`config.mk`:
```
export PLATFORM = sky130hd
export DESIGN_NAME = guarded_sync_fifo
export DESIGN_NICKNAME = d
export VERILOG_FILES = /design/src/rtl/guarded_fifo_pkg.sv /design/src/rtl/fifo_ptr_ctr.sv /design/src/rtl/guarded_sync_fifo.sv
export SDC_FILE = /design/constraint.sdc
export NUM_CORES = 1
export LEC_CHECK = 0
export CAP_MARGIN = 0
export CORE_MARGIN = 1
export CORE_UTILIZATION = 60
export CTS_CLUSTER_DIAMETER = 30
export DETAILED_ROUTE_END_ITERATION = 6
export PLACE_DENSITY = 0.87
export SLEW_MARGIN = 20
export SYNTH_ARGS = -nofsm -noshare
export SYNTH_HDL_FRONTEND = slang
export SYNTH_SLANG_ARGS = --single-unit
```
`constraint.sdc`:
```
create_clock -name clk -period 4.5 [get_ports clk]
set_clock_uncertainty 0.2 [all_clocks]
set_input_delay 0.9 -clock clk [delete_from_list [all_inputs] [get_ports clk]]
set_output_delay 0.9 -clock clk [all_outputs]
set_load 0.005 [all_outputs]
```
`src/rtl/guarded_fifo_pkg.sv`:
```
// Shared defaults and sizing helper for the guarded synchronous FIFO.
package guarded_fifo_pkg;

  localparam int unsigned DEFAULT_DATA_W = 8;
  localparam int unsigned DEFAULT_DEPTH  = 16;

  // Bits needed to hold an occupancy value in 0..depth inclusive.
  function automatic int unsigned count_width(input int unsigned depth);
    return $clog2(depth + 1);
  endfunction

endpackage : guarded_fifo_pkg

```
`src/rtl/fifo_ptr_ctr.sv`:
```
// Wrapping address pointer for the FIFO storage; advances on inc, wraps DEPTH-1 -> 0.
module fifo_ptr_ctr #(
  parameter int unsigned DEPTH = 16
) (
  input  logic                     clk,
  input  logic                     rst,
  input  logic                     inc,
  output logic [$clog2(DEPTH)-1:0] ptr
);

  localparam int unsigned PTR_W = $clog2(DEPTH);
  localparam logic [PTR_W-1:0] PTR_LAST = PTR_W'(DEPTH - 1);

  always_ff @(posedge clk or posedge rst) begin
    if (rst) begin
      ptr <= '0;
    end else if (inc) begin
      ptr <= (ptr == PTR_LAST) ? '0 : ptr + PTR_W'(1);
    end
  end

endmodule : fifo_ptr_ctr

```
`src/rtl/guarded_sync_fifo.sv`:
```
// Single-clock FIFO that drops illegal requests and records them in sticky error flags.
module guarded_sync_fifo
  import guarded_fifo_pkg::*;
#(
  parameter int unsigned DATA_W    = DEFAULT_DATA_W,
  parameter int unsigned DEPTH     = DEFAULT_DEPTH,
  parameter int unsigned AF_THRESH = DEPTH - 2
) (
  input  logic                       clk,
  input  logic                       rst,
  input  logic                       wr_en,
  input  logic [DATA_W-1:0]          wr_data,
  input  logic                       rd_en,
  output logic [DATA_W-1:0]          rd_data,
  output logic                       rd_valid,
  output logic                       full,
  output logic                       empty,
  output logic                       almost_full,
  output logic [$clog2(DEPTH+1)-1:0] count,
  output logic                       overflow,
  output logic                       underflow,
  input  logic                       err_clr
);

  localparam int unsigned PTR_W = $clog2(DEPTH);
  localparam int unsigned CNT_W = count_width(DEPTH);
  localparam logic [CNT_W-1:0] CNT_FULL = CNT_W'(DEPTH);
  localparam logic [CNT_W-1:0] CNT_AF   = CNT_W'(AF_THRESH);

  logic [DATA_W-1:0] mem [DEPTH];
  logic [PTR_W-1:0]  wr_ptr;
  logic [PTR_W-1:0]  rd_ptr;
  logic              wr_acc_c;
  logic              rd_acc_c;
  logic [CNT_W-1:0]  count_next_c;

  // Acceptance uses only the registered flags, so a full+read cycle still drops the write.
  assign wr_acc_c     = wr_en && !full;
  assign rd_acc_c     = rd_en && !empty;
  assign count_next_c = count + CNT_W'(wr_acc_c) - CNT_W'(rd_acc_c);

  fifo_ptr_ctr #(.DEPTH(DEPTH)) u_wr_ptr (
    .clk (clk),
    .rst (rst),
    .inc (wr_acc_c),
    .ptr (wr_ptr)
  );

  fifo_ptr_ctr #(.DEPTH(DEPTH)) u_rd_ptr (
    .clk (clk),
    .rst (rst),
    .inc (rd_acc_c),
    .ptr (rd_ptr)
  );

  // Storage is intentionally not reset; pointers and count define what is valid.
  always_ff @(posedge clk) begin
    if (wr_acc_c) begin
      mem[wr_ptr] <= wr_data;
    end
  end

  always_ff @(posedge clk or posedge rst) begin
    if (rst) begin
      rd_data  <= '0;
      rd_valid <= 1'b0;
    end else begin
      rd_valid <= rd_acc_c;
      if (rd_acc_c) begin
        rd_data <= mem[rd_ptr];
      end
    end
  end

  // Flags follow count_next so they always agree with the registered count.
  always_ff @(posedge clk or posedge rst) begin
    if (rst) begin
      count       <= '0;
      full        <= 1'b0;
      empty       <= 1'b1;
      almost_full <= 1'b0;
    end else begin
      count       <= count_next_c;
      full        <= (count_next_c == CNT_FULL);
      empty       <= (count_next_c == '0);
      almost_full <= (count_next_c >= CNT_AF);
    end
  end

  // A new error outranks a simultaneous clear.
  always_ff @(posedge clk or posedge rst) begin
    if (rst) begin
      overflow  <= 1'b0;
      underflow <= 1'b0;
    end else begin
      if (wr_en && full) begin
        overflow <= 1'b1;
      end else if (err_clr) begin
        overflow <= 1'b0;
      end
      if (rd_en && empty) begin
        underflow <= 1'b1;
      end else if (err_clr) begin
        underflow <= 1'b0;
      end
    end
  end

  a_count_range: assert property (@(posedge clk) disable iff (rst) count <= CNT_FULL);
  a_not_full_and_empty: assert property (@(posedge clk) disable iff (rst) !(full && empty));
  a_wr_acc_not_full: assert property (@(posedge clk) disable iff (rst) wr_acc_c |-> !full);
  a_rd_valid_follows_read: assert property (@(posedge clk) disable iff (rst)
    rd_valid |-> $past(rd_acc_c));

endmodule : guarded_sync_fifo

```
==> results.rst, run 1 <==
.. list-table::
   :header-rows: 1

   * - Metric
     - Value
   * - Outcome
     - completed
   * - Pin count of the biggest net entering global routing
     - 70
   * - Commonest cells post-synth
     - edfxtp_1, mux2i_1, nand2_1
   * - Delay of the slowest critical-path stage
     - 0.48 ns
   * - Switching share of total power
     - 32.0%
   * - Ys flop type
     - edfxtp_1
   * - Detailed-route DRC error count
     - 0
   * - Crit start category
     - input port
   * - Number of sinks driven by the clock tree
     - 155
   * - Worst slew margin relative to its limit
     - 46.9%
   * - Drt via density
     - 6.22
   * - Syn. warnings
     - 0
   * - Hold slack
     - around 0.31 ns
   * - Global-route total usage across every layer
     - between 20% and 30%
   * - Number of maximum-capacitance violations
     - 0
   * - Vias in the first global route
     - 3,679
   * - Internal
     - 3.39 mW
   * - Clock transition time at the flip-flop clock pins of the worst setup and hold paths
     - approximately 0.060 ns
   * - Count of buffers from port buffering
     - 31
   * - Max Transition Viols Final
     - 0
   * - Post-Syn Area per Cell
     - 15.5 µm²
   * - Top area cells in the synthesized netlist
     - edfxtp_1, dfrtp_1, mux2i_1
   * - Hold Violations, Final
     - 0
   * - Floorplan die width
     - 105 µm
   * - Min Tclk post-route
     - 3.49 ns
   * - Min-delay worst type
     - reg -> reg
   * - Area added between synthesis and finish
     - 15.2%
   * - Fraction of synthesized cell area taken by the top area cell type
     - 60.3%
   * - Global route overflow
     - 0
   * - Standard cell core area
     - 10,300 µm²
   * - Accumulated negative setup slack
     - 0 ns
   * - Antenna diode count
     - 0
   * - Total CTS buffers
     - 17
   * - Register bit count reported by yosys
     - 155
   * - Top achievable clock speed
     - 287 MHz
   * - Clock tree from TritonCTS
     - yes
   * - Gate power share
     - between 20% and 30%
   * - Number of buffers and inverters on the critical path
     - 6
   * - Part of the total power dissipated in the clock network
     - between 20% and 30%
   * - Gate count of the mapped netlist
     - 410
   * - Setup repair after global routing missed its margin
     - no
   * - Most common cell in the netlist
     - edfxtp_1
   * - Placer congestion estimate
     - roughly 0.82
   * - EDFF count, synth
     - 128
   * - Power per Cell Area
     - 678 nW/µm²
   * - Worst slew pin tran
     - a little under 0.8 ns
   * - Antenna violations before repair
     - 0
   * - Flop pwr share
     - slightly above 40%
   * - Cell Chain, Critical Path
     - clkdlybuf4s50_1, nor2b_1, inv_1, ha_1, inv_1, ha_1, inv_1, fa_1, inv_1, or3_1, inv_1, o211a_1
   * - Count of distinct cell types in the synthesized netlist
     - 38
   * - Number of core rows
     - 37
   * - Starting utilization of the core area
     - 61.7%
   * - Portion of the clock cycle consumed by the worst path in the final layout
     - 77.6%
   * - Full die area
     - around 11,000 µm²
   * - Initial DRT Pass Iterations
     - 5
   * - Fraction of final layout cells sized beyond drive strength 1
     - 8.83%
   * - Slowest cell on crit path
     - fa_1
   * - WP data required
     - 4.77 ns
   * - Final-report setup violation count
     - 0
   * - Number of nets with antenna violations after detailed routing
     - 0
   * - First-pass GRT wire length
     - 20,600 µm
   * - Detailed Place HPWL
     - about 8000 µm
   * - Detailed Route Iter0 Violations
     - 340
   * - Final design utilization
     - between 70% and 80%
   * - Share of flip-flops with an asynchronous set or reset
     - 17.4%
   * - Post-synth net total
     - approximately 430
   * - CTS Buffer Depth
     - 2
   * - Routed wire per std cell
     - 22.5 µm
   * - Worst-path fanout max
     - 8
   * - Total wire length
     - between 10,000 and 15,000 µm
   * - Max H-tree Level
     - 4
   * - Netlist Area Pre-Place
     - 6370 µm²
   * - Final nets
     - 464
   * - Buffers inserted by post-CTS timing repair
     - 0
   * - Data arrival at the endpoint of the critical path
     - 3.76 ns
   * - Cell accounting for the most synthesized area
     - edfxtp_1
   * - Hold buffers post-CTS
     - 0
   * - Peak supply drop
     - 0.000462 V
   * - Crit. End Element
     - flop
   * - Die H
     - 105 µm
   * - CP most frequent cell
     - inv_1
   * - Static Leakage
     - 2.71 nW
   * - Dominant delay contributor by cell family on the critical path
     - adder cells
   * - Switching power
     - 1.59 mW
   * - Via count
     - 3,662
   * - I/O pin count
     - 32
   * - Cell at the root of the clock tree
     - clkbuf_8
   * - Cells resized by post-CTS repair
     - 0
   * - Portion of the post-synthesis area used by sequential elements
     - 70.9%
   * - Classification of the worst setup path
     - in -> reg
   * - Clock insertion delay at the later pin of the skew report
     - between 0.5 and 0.6 ns
==> routing by layer <==
metal	global-route usage (%)	share of wire (%)	routed length, µm	vias up
met5	0	0	0	-
met1	34.7	41	5410	1844
met3	6.55	7.0	935	31
li1	-	-	-	1607
met4	11.7	2.9	387	0
met2	40.8	49	6550	180
==> placed cells by master (no fill, tap or decap), types with 3 or more instances in the layout <==
master	Yosys	final
nand2_1	28	28
nand3_1	11	11
ha_1	10	10
o21ai_0	8	8
clkdlybuf4s50_1	0	31
clkbuf_16	0	16
xnor2_1	3	3
mux2i_1	64	64
edfxtp_1	128	128
and2_1	17	17
clkbuf_8	0	4
clkbuf_1	1	5
a22oi_1	24	24
a21oi_1	11	11
bufinv_16	0	4
inv_1	16	15
nand4_1	17	17
dfrtp_1	26	25
==> sequential cells by signal, summed over array words and instances (netlist names) <==
register and cells:
rd_valid 1, empty 1, u_wr_ptr.ptr 4, rd_data 8, overflow 1, mem 128
almost_full 1, underflow 1, full 1, count 5, u_rd_ptr.ptr 4
==> final cells by class <==
type,count,area (µm²)
well taps,136,170
fillers,619,2980
multi-input cells,216,1640
clock inverters,7,138
clock buffers,25,474
flip-flops and latches,155,4520
inverters,17,63.8
repair buffers,33,338
==> kinds of logic after synthesis <==
| kind of cell | share of synthesized area (%) |
|---|---|
| flops | 70.9 |
| simple gates | 7.34 |
| compound gates | 5.08 |
| fa+ha+maj | 2.28 |
| xor+xnor | 0.805 |
| mux | 10.1 |
| buf+inv | 3.51 |
==> worst reg2reg max path: cells and delay by family, from the launching register on <==
family,cells,cell delay [ns]
adder cells (fa/ha/maj),3,0.96
buffers and inverters,5,0.40
AO/OA/AOI/OAI,1,0.14
flip-flops,1,0.55
AND/OR/NAND/NOR,2,0.86
==> power by group through the flow <==
stage | combinational [mW] | clock (mW) | sequential [mW]
2_1_floorplan | 1.12 | 0 | 1.92
3_3_place_gp | 1.28 | 0 | 2.11
3_5_place_dp | 1.35 | 0 | 2.13
4_1_cts | 1.37 | 1.47 | 2.11
5_1_grt | 1.59 | 1.54 | 2.06
6_report | 1.47 | 1.47 | 2.04
==> per-stage QoR <==
step | setup WS (ns) | std cells | power (mW) | cell area [µm²]
6_report | 1.01 | 589 | 4.98 | 7340
5_1_grt | 0.816 | 589 | 5.19 | 7340
4_1_cts | 1.04 | 588 | 4.95 | 7320
3_5_place_dp | 0.490 | 556 | 3.48 | 6710
3_3_place_gp | 0.648 | 556 | 3.39 | 6710
2_1_floorplan | 1.42 | 410 | 3.03 | 6370
==> final timing paths <==
check                      slack [ns]  depth (start not counted)  startpoint              end
max reg2reg                      1.35                         11       empty            empty
max                              1.01                         12       wr_en            empty
min in group asynchronous        0.55                          2         rst         rd_valid
max in group asynchronous        3.10                          2         rst  u_rd_ptr.ptr[0]
min                              0.31                          2  rd_data[7]       rd_data[7]
min reg2reg                      0.31                          2  rd_data[7]       rd_data[7]
(Power assumes the default switching activity.)
==> inputs of run 2 (changes only) <==
--- a/config.mk
+++ b/config.mk
@@ -7,10 +7,10 @@
 export LEC_CHECK = 0
 export CAP_MARGIN = 0
 export CORE_MARGIN = 1
-export CORE_UTILIZATION = 60
+export CORE_UTILIZATION = 54
 export CTS_CLUSTER_DIAMETER = 30
 export DETAILED_ROUTE_END_ITERATION = 6
-export PLACE_DENSITY = 0.87
+export PLACE_DENSITY = 0.83
 export SLEW_MARGIN = 20
 export SYNTH_ARGS = -nofsm -noshare
 export SYNTH_HDL_FRONTEND = slang
==> constraint.sdc (replaced) <==
create_clock -name clk -period 3.1 [get_ports clk]
set_clock_uncertainty 0.2 [all_clocks]
set_input_delay 0.62 -clock clk [delete_from_list [all_inputs] [get_ports clk]]
set_output_delay 0.62 -clock clk [all_outputs]
set_load 0.005 [all_outputs]
==> run 2 against run 1 <==
Power grew 44%. Critical path depth is the same. Die area grew 11%. Utilization shrank 6.7 points. Via count shrank 2.4%. Non-clock buffer count grew 12. Global-route usage shrank 4.0 points. Largest power group unchanged.
==> results.rst, run 2 (synthesis gave the netlist of run 1 again) <==
.. list-table::
   :header-rows: 1

   * - Metric
     - Value
   * - Outcome
     - completed (unchanged)
   * - Accumulated negative setup slack
     - 0 ns (unchanged)
   * - Antenna diode count
     - 0 (unchanged)
   * - Die H
     - 111 µm (was 105 µm)
   * - Total area of multi-input combinational cells
     - 1630 µm² (was 1640 µm²)
   * - Worst slew margin relative to its limit
     - 48.4% (was 46.9%)
   * - Power per Cell Area
     - 968 nW/µm² (was 678 nW/µm²)
   * - Filler Cell Count
     - 772 (was 619)
   * - Number of nets with antenna violations after detailed routing
     - 0 (unchanged)
   * - Pre-CTS setup slack
     - -0.244 ns (was 0.490 ns)
   * - Setup repair after global routing missed its margin
     - no (unchanged)
   * - Min Tclk post-route
     - 2.92 ns
   * - I/O pin count
     - 32 (unchanged)
   * - Wl on met1
     - 5120 µm (was 5410 µm)
   * - CP most frequent cell
     - inv_1 (unchanged)
   * - Total non-filler cell area in the finished layout
     - 7390 µm² (was 7340 µm²)
   * - Detailed-route DRC error count
     - 0 (unchanged)
   * - Worst slew pin tran
     - 0.774 ns (was 0.793 ns)
   * - Drt via density
     - 5.88 (was 6.22)
   * - First-pass GRT wire length
     - 20,000 µm (was 20,600 µm)
   * - Clock transition time at the flip-flop clock pins of the worst setup and hold paths
     - 0.06 ns (about the same)
   * - Cell at the root of the clock tree
     - clkbuf_16 (was clkbuf_8)
   * - Number of flip-flops under the largest register name
     - 128 (unchanged)
   * - Starting utilization of the core area
     - 55.6% (was 61.7%)
   * - Classification of the worst setup path
     - in -> reg (unchanged)
   * - Uppermost layer routed
     - met4 (unchanged)
   * - Data arrival at the endpoint of the critical path
     - 3.08 ns (was 3.76 ns)
   * - WP data required
     - 3.26 ns (was 4.77 ns)
   * - Count of buffers from port buffering
     - 31 (unchanged)
   * - CTS Buffer Depth
     - 2 (unchanged)
   * - Detailed Place HPWL
     - 7830 µm (was 7990 µm)
   * - Antenna violations before repair
     - 0 (unchanged)
   * - Portion of the clock cycle consumed by the worst path in the final layout
     - 94.2%
   * - Crit. End Element
     - flop (unchanged)
   * - Number of maximum-capacitance violations
     - 0 (unchanged)
   * - Fraction of final layout cells sized beyond drive strength 1
     - 11.2% (was 8.83%)
   * - Top achievable clock speed
     - ~340 MHz
   * - Clock insertion delay at the later pin of the skew report
     - 0.42 ns (was 0.53 ns)
   * - Post-route setup slack
     - 0.180 ns (was 1.01 ns)
   * - Final nets
     - 476 (was 464)
   * - Floorplan die width
     - 111 µm (was 105 µm)
   * - Placer congestion estimate
     - 0.770 (was 0.819)
   * - Cell Area, Placed
     - 6820 µm² (was 6710 µm²)
   * - Global-route total usage across every layer
     - 22.0% (was 26.0%)
   * - Number of buffers and inverters on the critical path
     - 6 (unchanged)
   * - Final-report setup violation count
     - 0 (unchanged)
   * - Max Transition Viols Final
     - 0 (unchanged)
   * - Initial DRT Pass Iterations
     - 5 (unchanged)
   * - Top library cells by usage in the layout, fill and taps aside
     - edfxtp_1, mux2i_1, clkdlybuf4s50_1, nand2_1, dfrtp_1 (unchanged)
   * - Total wire length
     - 12,500 µm (was 13,300 µm)
   * - Via count
     - 3,575 (was 3,662)
   * - Hold slack
     - 0.264 ns (was 0.311 ns)
   * - Area added between synthesis and finish
     - 16.0% (was 15.2%)
   * - Number of core rows
     - 39 (was 37)
   * - Total met2 wirelength after detailed routing
     - 6450 µm (was 6550 µm)
   * - Detailed Route Iter0 Violations
     - 345 (was 340)
   * - Cell Chain, Critical Path
     - clkdlybuf4s50_1, nor2b_1, inv_1, ha_1, inv_1, ha_1, inv_1, fa_1, inv_1, or3_1, inv_1, o211a_1 (unchanged)
   * - Worst-path fanout max
     - 2 (was 8)
   * - Leading registers by flop count
     - mem (128), rd_data (8), count (5) (unchanged)
   * - Total power
     - 7.16 mW (was 4.98 mW)
   * - Routed wire per std cell
     - 20.5 µm (was 22.5 µm)
   * - Vias in the first global route
     - 3,588 (was 3,679)
   * - Most common cell after layout, fill and taps aside
     - edfxtp_1 (unchanged)
   * - DR WL met3
     - 765 µm (was 935 µm)
   * - Delay of the slowest critical-path stage
     - 0.49 ns (was 0.48 ns)
   * - Pin count of the biggest net entering global routing
     - 43 (was 70)
   * - Global route overflow
     - 0 (unchanged)
   * - Combined flip-flop and latch cell area
     - 4520 µm² (unchanged)
   * - Peak supply drop
     - 0.000475 V (was 0.000462 V)
   * - Slowest cell on crit path
     - fa_1 (unchanged)
   * - Full die area
     - 12,200 µm² (was 11,000 µm²)
   * - Dominant delay contributor by cell family on the critical path
     - adder cells (unchanged)
   * - Crit start category
     - input port (unchanged)
   * - Max H-tree Level
     - 4 (unchanged)
   * - Total CTS buffers
     - 17 (unchanged)
   * - Clock tree from TritonCTS
     - yes (unchanged)
   * - Hold buffers post-CTS
     - 0 (unchanged)
   * - Min-delay worst type
     - in -> async (was reg -> reg)
   * - Buffers inserted by post-CTS timing repair
     - 0 (unchanged)
   * - Static Leakage
     - 2.74 nW (was 2.71 nW)
   * - Number of sinks driven by the clock tree
     - 155 (unchanged)
   * - Register with the most flip-flops
     - mem (unchanged)
   * - Standard cell core area
     - 11,500 µm² (was 10,300 µm²)
   * - Hold Violations, Final
     - 0 (unchanged)
==> run 2: worst paths after layout <==
| kind | end | depth (start not counted) | slack, ns | start |
|---|---|---|---|---|
| hold / removal | rd_data[1] | 2 | 0.26 | rst |
| setup / recovery | empty | 12 | 0.18 | wr_en |
| max in group asynchronous | empty | 3 | 1.87 | rst |
| min in group clk | rd_data[7] | 2 | 0.28 | rd_data[7] |
| setup reg to reg | empty | 11 | 0.36 | empty |
| hold reg to reg | rd_data[7] | 2 | 0.28 | rd_data[7] |
==> run 2: area by class of cell <==
| class | instances | share of cell area, % |
|---|---|---|
| sequential | 155 | 61.2 |
| multi-input combinational | 216 | 22.1 |
| inverter | 17 | 0.863 |
| clock buffer | 17 | 5.75 |
| clock inverter | 15 | 1.88 |
| timing repair buffer | 45 | 5.79 |
| tap | 143 | 2.42 |
==> run 2: per-stage QoR <==
step | cells | util [%]
6_report | 608 | 64.5
5_1_grt | 608 | 64.5
4_1_cts | 608 | 64.4
3_5_place_dp | 576 | 59.5
3_3_place_gp | 576 | 59.5
2_1_floorplan | 410 | -
==> run 2: routing by layer <==
| layer | global-route usage [%] | vias to the layer above |
|---|---|---|
| met1 | 28.4 | 1791 |
| li1 | - | 1637 |
| met5 | 0 | - |
| met2 | 35.7 | 132 |
| met3 | 6.37 | 15 |
| met4 | 7.56 | 0 |
==> run 2: worst register-to-register path: cells and delay by family (launching register included) <==
family | cells | cell delay [ns]
adders and majority gates | 3 | 0.95
AOI/OAI and AO/OA | 1 | 0.14
buffers and inverters | 5 | 0.33
DFF | 1 | 0.54
and+or+nand+nor | 2 | 0.53
==> run 2: power by group <==
group	switching [mW]	internal (mW)
clock network	0.845	1.12
registers	0.348	2.61
logic	1.17	1.06
total	2.37	4.79
==> run 2: what timing repair did <==
action	in CTS	in global routing
endpoints found under the setup margin	0	2
gates resized for setup	0	1
hold endpoints to repair	0	0
